`src/rtl/ram_arbiter.sv`:
```
// Two-port round-robin arbiter in front of a single-port synchronous RAM.
// Exactly one access is in flight; reads return through a shared registered rdata.
module ram_arbiter #(
    parameter int WORD_SIZE = 8,
    parameter int ADDR_SIZE = 8
) (
    input  logic                 clk,
    input  logic                 rst,
    input  logic                 req0,
    input  logic                 we0,
    input  logic [ADDR_SIZE-1:0] addr0,
    input  logic [WORD_SIZE-1:0] wdata0,
    output logic                 gnt0,
    output logic                 rvalid0,
    input  logic                 req1,
    input  logic                 we1,
    input  logic [ADDR_SIZE-1:0] addr1,
    input  logic [WORD_SIZE-1:0] wdata1,
    output logic                 gnt1,
    output logic                 rvalid1,
    output logic [WORD_SIZE-1:0] rdata,
    output logic [ADDR_SIZE-1:0] ram_addr,
    output logic [WORD_SIZE-1:0] ram_wdata,
    output logic                 ram_wren,
    input  logic [WORD_SIZE-1:0] ram_q,
    output logic                 busy
);

    typedef enum logic [1:0] {
        IDLE   = 2'd0,
        ACCESS = 2'd1,
        RDWAIT = 2'd2
    } state_t;

    state_t               state_reg, state_next;
    logic                 owner_reg, owner_next;
    logic                 last_owner_reg, last_owner_next;
    logic                 we_reg, we_next;
    logic [ADDR_SIZE-1:0] addr_reg, addr_next;
    logic [WORD_SIZE-1:0] wdata_reg, wdata_next;
    logic [WORD_SIZE-1:0] rdata_reg, rdata_next;
    logic [1:0]           rvalid_reg, rvalid_next;

    logic [1:0]           req_vec;
    logic [1:0]           we_vec;
    logic [1:0]           gnt_vec;
    logic [ADDR_SIZE-1:0] addr_vec [2];
    logic [WORD_SIZE-1:0] wdata_vec [2];
    logic                 winner;

    assign req_vec      = {req1, req0};
    assign we_vec       = {we1, we0};
    assign addr_vec[0]  = addr0;
    assign addr_vec[1]  = addr1;
    assign wdata_vec[0] = wdata0;
    assign wdata_vec[1] = wdata1;

    // Grant is a decode of the ACCESS state; rvalid is registered off the RDWAIT exit.
    for (genvar gi = 0; gi < 2; gi++) begin : g_port
        assign gnt_vec[gi]     = (state_reg == ACCESS) && (owner_reg == 1'(gi));
        assign rvalid_next[gi] = (state_reg == RDWAIT) && (owner_reg == 1'(gi));
    end

    // On a tie the port that did not win last time gets the RAM.
    always_comb begin
        winner = req_vec[1];
        if (req_vec[0] && req_vec[1]) begin
            winner = ~last_owner_reg;
        end
    end

    always_comb begin
        state_next      = state_reg;
        owner_next      = owner_reg;
        last_owner_next = last_owner_reg;
        we_next         = we_reg;
        addr_next       = addr_reg;
        wdata_next      = wdata_reg;
        rdata_next      = rdata_reg;
        case (state_reg)
            IDLE: begin
                if (|req_vec) begin
                    state_next      = ACCESS;
                    owner_next      = winner;
                    last_owner_next = winner;
                    we_next         = we_vec[winner];
                    addr_next       = addr_vec[winner];
                    wdata_next      = wdata_vec[winner];
                end
            end
            ACCESS: begin
                state_next = we_reg ? IDLE : RDWAIT;
            end
            RDWAIT: begin
                state_next = IDLE;
                rdata_next = ram_q;
            end
            default: begin
                state_next = IDLE;
            end
        endcase
    end

    always_ff @(posedge clk) begin
        if (rst) begin
            state_reg      <= IDLE;
            owner_reg      <= 1'b0;
            last_owner_reg <= 1'b1;
            we_reg         <= 1'b0;
            addr_reg       <= '0;
            wdata_reg      <= '0;
            rdata_reg      <= '0;
            rvalid_reg     <= '0;
        end else begin
            state_reg      <= state_next;
            owner_reg      <= owner_next;
            last_owner_reg <= last_owner_next;
            we_reg         <= we_next;
            addr_reg       <= addr_next;
            wdata_reg      <= wdata_next;
            rdata_reg      <= rdata_next;
            rvalid_reg     <= rvalid_next;
        end
    end

    // RAM address/data come only from latched values so they never follow idle port inputs.
    assign ram_addr  = addr_reg;
    assign ram_wdata = wdata_reg;
    assign ram_wren  = (state_reg == ACCESS) && we_reg;
    assign gnt0      = gnt_vec[0];
    assign gnt1      = gnt_vec[1];
    assign rvalid0   = rvalid_reg[0];
    assign rvalid1   = rvalid_reg[1];
    assign rdata     = rdata_reg;
    assign busy      = (state_reg != IDLE);

endmodule

```
`config.mk`:
```
export PLATFORM = sky130hd
export DESIGN_NAME = ram_arbiter
export DESIGN_NICKNAME = d
export VERILOG_FILES = /design/src/rtl/ram_arbiter.sv
export SDC_FILE = /design/constraint.sdc
export NUM_CORES = 1
export LEC_CHECK = 0
export CORE_MARGIN = 2
export CORE_UTILIZATION = 38
export CTS_CLUSTER_SIZE = 8
export DETAILED_ROUTE_END_ITERATION = 16
export PLACE_DENSITY = 0.79
export SYNTH_ARGS = -nofsm -noshare
export SYNTH_HDL_FRONTEND = slang
export SYNTH_SLANG_ARGS = --single-unit
```
`constraint.sdc`:
```
create_clock -name clk -period 1.3 [get_ports clk]
set_input_delay 0.195 -clock clk [delete_from_list [all_inputs] [get_ports clk]]
set_output_delay 0.195 -clock clk [all_outputs]
set_load 0.01 [all_outputs]
```
==> results of run 1 <==
Yosys cell counts (all sizes together):
library cell / n
nor2: 6
nor2b: 2
a21bo: 1
a21oi: 26
nand2: 52
nor3: 4
a221o: 1
dfxtp: 31
or2: 1
a311oi: 17
buf: 8
inv: 3
a21boi: 1
o21ai: 1
clkbuf: 5
nand2b: 2
per-stage QoR:
step           cells  utilization [%]  hold WS, ns  area, um^2  TNS [ns]
5_1_grt          295            64.99       0.4710        2344  -0.01869
3_5_place_dp     285            62.39       0.4462        2250    -6.549
3_3_place_gp     285            62.39       0.4420        2250    -5.725
2_1_floorplan    161                -       0.2998        1394         0
4_1_cts          295            65.37       0.4505        2357         0
6_report         295            64.99       0.4492        2344         0
area by class of cell:
type | count | area [um^2]
Clock buffer | 6 | 82.58
Tap cell | 48 | 60.06
Fill cell | 320 | 1262
Clock inverter | 1 | 5.005
Inverter | 3 | 11.26
Timing Repair Buffer | 92 | 883.3
Multi-Input combinational cell | 114 | 678.2
Sequential cell | 31 | 623.1
final timing paths:
check	cells after the start	endpoint	start	slack [ns]
setup reg to reg	4	last_owner_reg$_SDFFE_PP1P_	state_reg[1]$_SDFFE_PP0P_	0.09
hold / removal	2	rdata[0]$_SDFFE_PP0N_	rdata[0]$_SDFFE_PP0N_	0.45
hold reg to reg	2	rdata[0]$_SDFFE_PP0N_	rdata[0]$_SDFFE_PP0N_	0.45
setup / recovery	3	busy	state_reg[1]$_SDFFE_PP0P_	0.03
what timing repair did:
action / in CTS / in global routing
endpoints found under the setup margin: 47 / 5
gates resized for setup: 43 / 6
pin swaps: 1 / 0
buffers inserted: 3 / 0
cells by family after synthesis:
kind of cell,after synthesis,share of synthesized area [%]
AO/OA/AOI/OAI,47,27.65
buffers and inverters,16,7.809
flip-flops,31,44.52
AND/OR/NAND/NOR,67,20.02
layer usage:
layer	wire, um	track usage, %
met5	0	0
met4	77	9.043
met3	236	6.250
met2	2021	34.38
met1	1588	24.81
power by group through the flow:
stage                     Clock (mW)  Sequential, mW  Combinational, mW
after floorplan                    0            1.13              0.310
after global placement             0            1.10              0.707
after detailed placement           0            1.11              0.720
after CTS                      0.774            1.08              0.708
after global routing           0.809            1.10              0.772
final                          0.763            1.09              0.709
critical path: stages (launching register included):
cell and delay (ns):
dfxtp_1 0.33, nor2_2 0.15, inv_2 0.08, clkdlybuf4s15_2 0.23
==> results.json, run 1 <==
{
  "status": "finished, final reports clean",
  "worstPathArrival_ns": 1.08,
  "cellLeakagePower_nw": 1.008,
  "p_int_mw": 1.838,
  "gp_congestion": 0.8244,
  "num_vias": 1448,
  "clock_latency_ns": 0.28,
  "clkPwrFrac_pct": 29.9,
  "routed_via_density": 4.908,
  "mostFrequentLayoutCells": "52 x nand2_1, 43 x clkdlybuf4s50_1, 29 x dfxtp_1",
  "dp_hpwl_um": 2763,
  "p_total_mw": 2.557,
  "final_common_cell": "nand2_1",
  "hold_viol": 0,
  "drive_gt1_share_pct": 18.62,
  "grt_pass1_vias": 1410,
  "crit_type": "reg2out",
  "grt_max_degree": 21,
  "cp-start-kind": "flip-flop",
  "cts_tree": "yes",
  "slew_viol_final": 0,
  "start_util_pct": 38.65,
  "grt.total_usage_pct": 20.74,
  "antenna_found_initial": 0,
  "grt_pass1_wl_um": 6624,
  "setup_viol": 0,
  "netlist_area_mm2": 0.001394,
  "hold_class": "reg2reg",
  "num_rows": 22,
  "port_buffers": 75,
  "die_h_um": 64.57,
  "worst_setup_path_end_kind": "output port",
  "cts-htree-levels": 2,
  "hold_buffers": 0,
  "power.density_mw_per_mm2": 1091,
  "yosysTopAreaCell": "dfxtp_1",
  "ys_seq_area_share_pct": 44.52,
  "seqPwrFrac_pct": 42.4,
  "cts.root.buffer_cell": "clkbuf_8",
  "slew-limit-headroom_pct": 74.86,
  "wl_per_cell_um": 13.30,
  "grt-ovfl-total": 0,
  "rsz0062_at_grt": "true",
  "max_cap_violations": 0,
  "diodes": 0,
  "fin_skew_ns": 0.006322,
  "post-place-ws_ns": -0.4025,
  "drc": 0,
  "detail-route-antenna-nets": 0,
  "synth_seq_cells": 31,
  "synthCells": 161,
  "ios": 76,
  "tightest_slew_ns": 0.3771,
  "synth_top_area_share_pct": 44.52,
  "ir_worst_vdd_mv": 0.8808,
  "fmax_ghz": 0.7852,
  "drt_iter0_drc": 60,
  "period_minus_slack_ns": 1.274,
  "totalWireLength_um": 3924,
  "power_frac_comb_pct": 27.7,
  "critical_path.max_fanout": 3,
  "clk_pin_slew_ns": 0.06,
  "synth_cell_types": 22,
  "areaGrowthSynthToFinish_pct": 68.13,
  "fp.coreArea_mm2": 0.003606,
  "switching_share_pct": 28.15,
  "cts_num_sinks": 31,
  "yosysWarnings": 0,
  "dieArea_mm2": 0.004169,
  "syn_avg_cell_area_um2": 8.657,
  "first_pass_iters": 4,
  "fin_nets": 293,
  "synthTopCellsByArea": "dfxtp_1 45%, nand2_1 14%, a311oi_2 11%, a21oi_1 9.3%, a311oi_1 4.4%",
  "die_w_um": 64.57,
  "cp.required_ns": 1.11,
  "syn_nets": 207,
  "fin_crit_sh_pct": 97.97,
  "cts_buffers": 5,
  "cts_max_path_buffers": 2,
  "p_switching_uw": 719.9,
  "finalWorstSetupSlack_ns": 0.02637
}
Note: power is estimated with default switching activity, not from simulation.
==> inputs of run 2 (changes only) <==
ABC_CLOCK_PERIOD_IN_PS = 1300   (was default)
==> results of run 2 <==
Same layout as run 1: the final DEF is identical, and so are final timing and power.
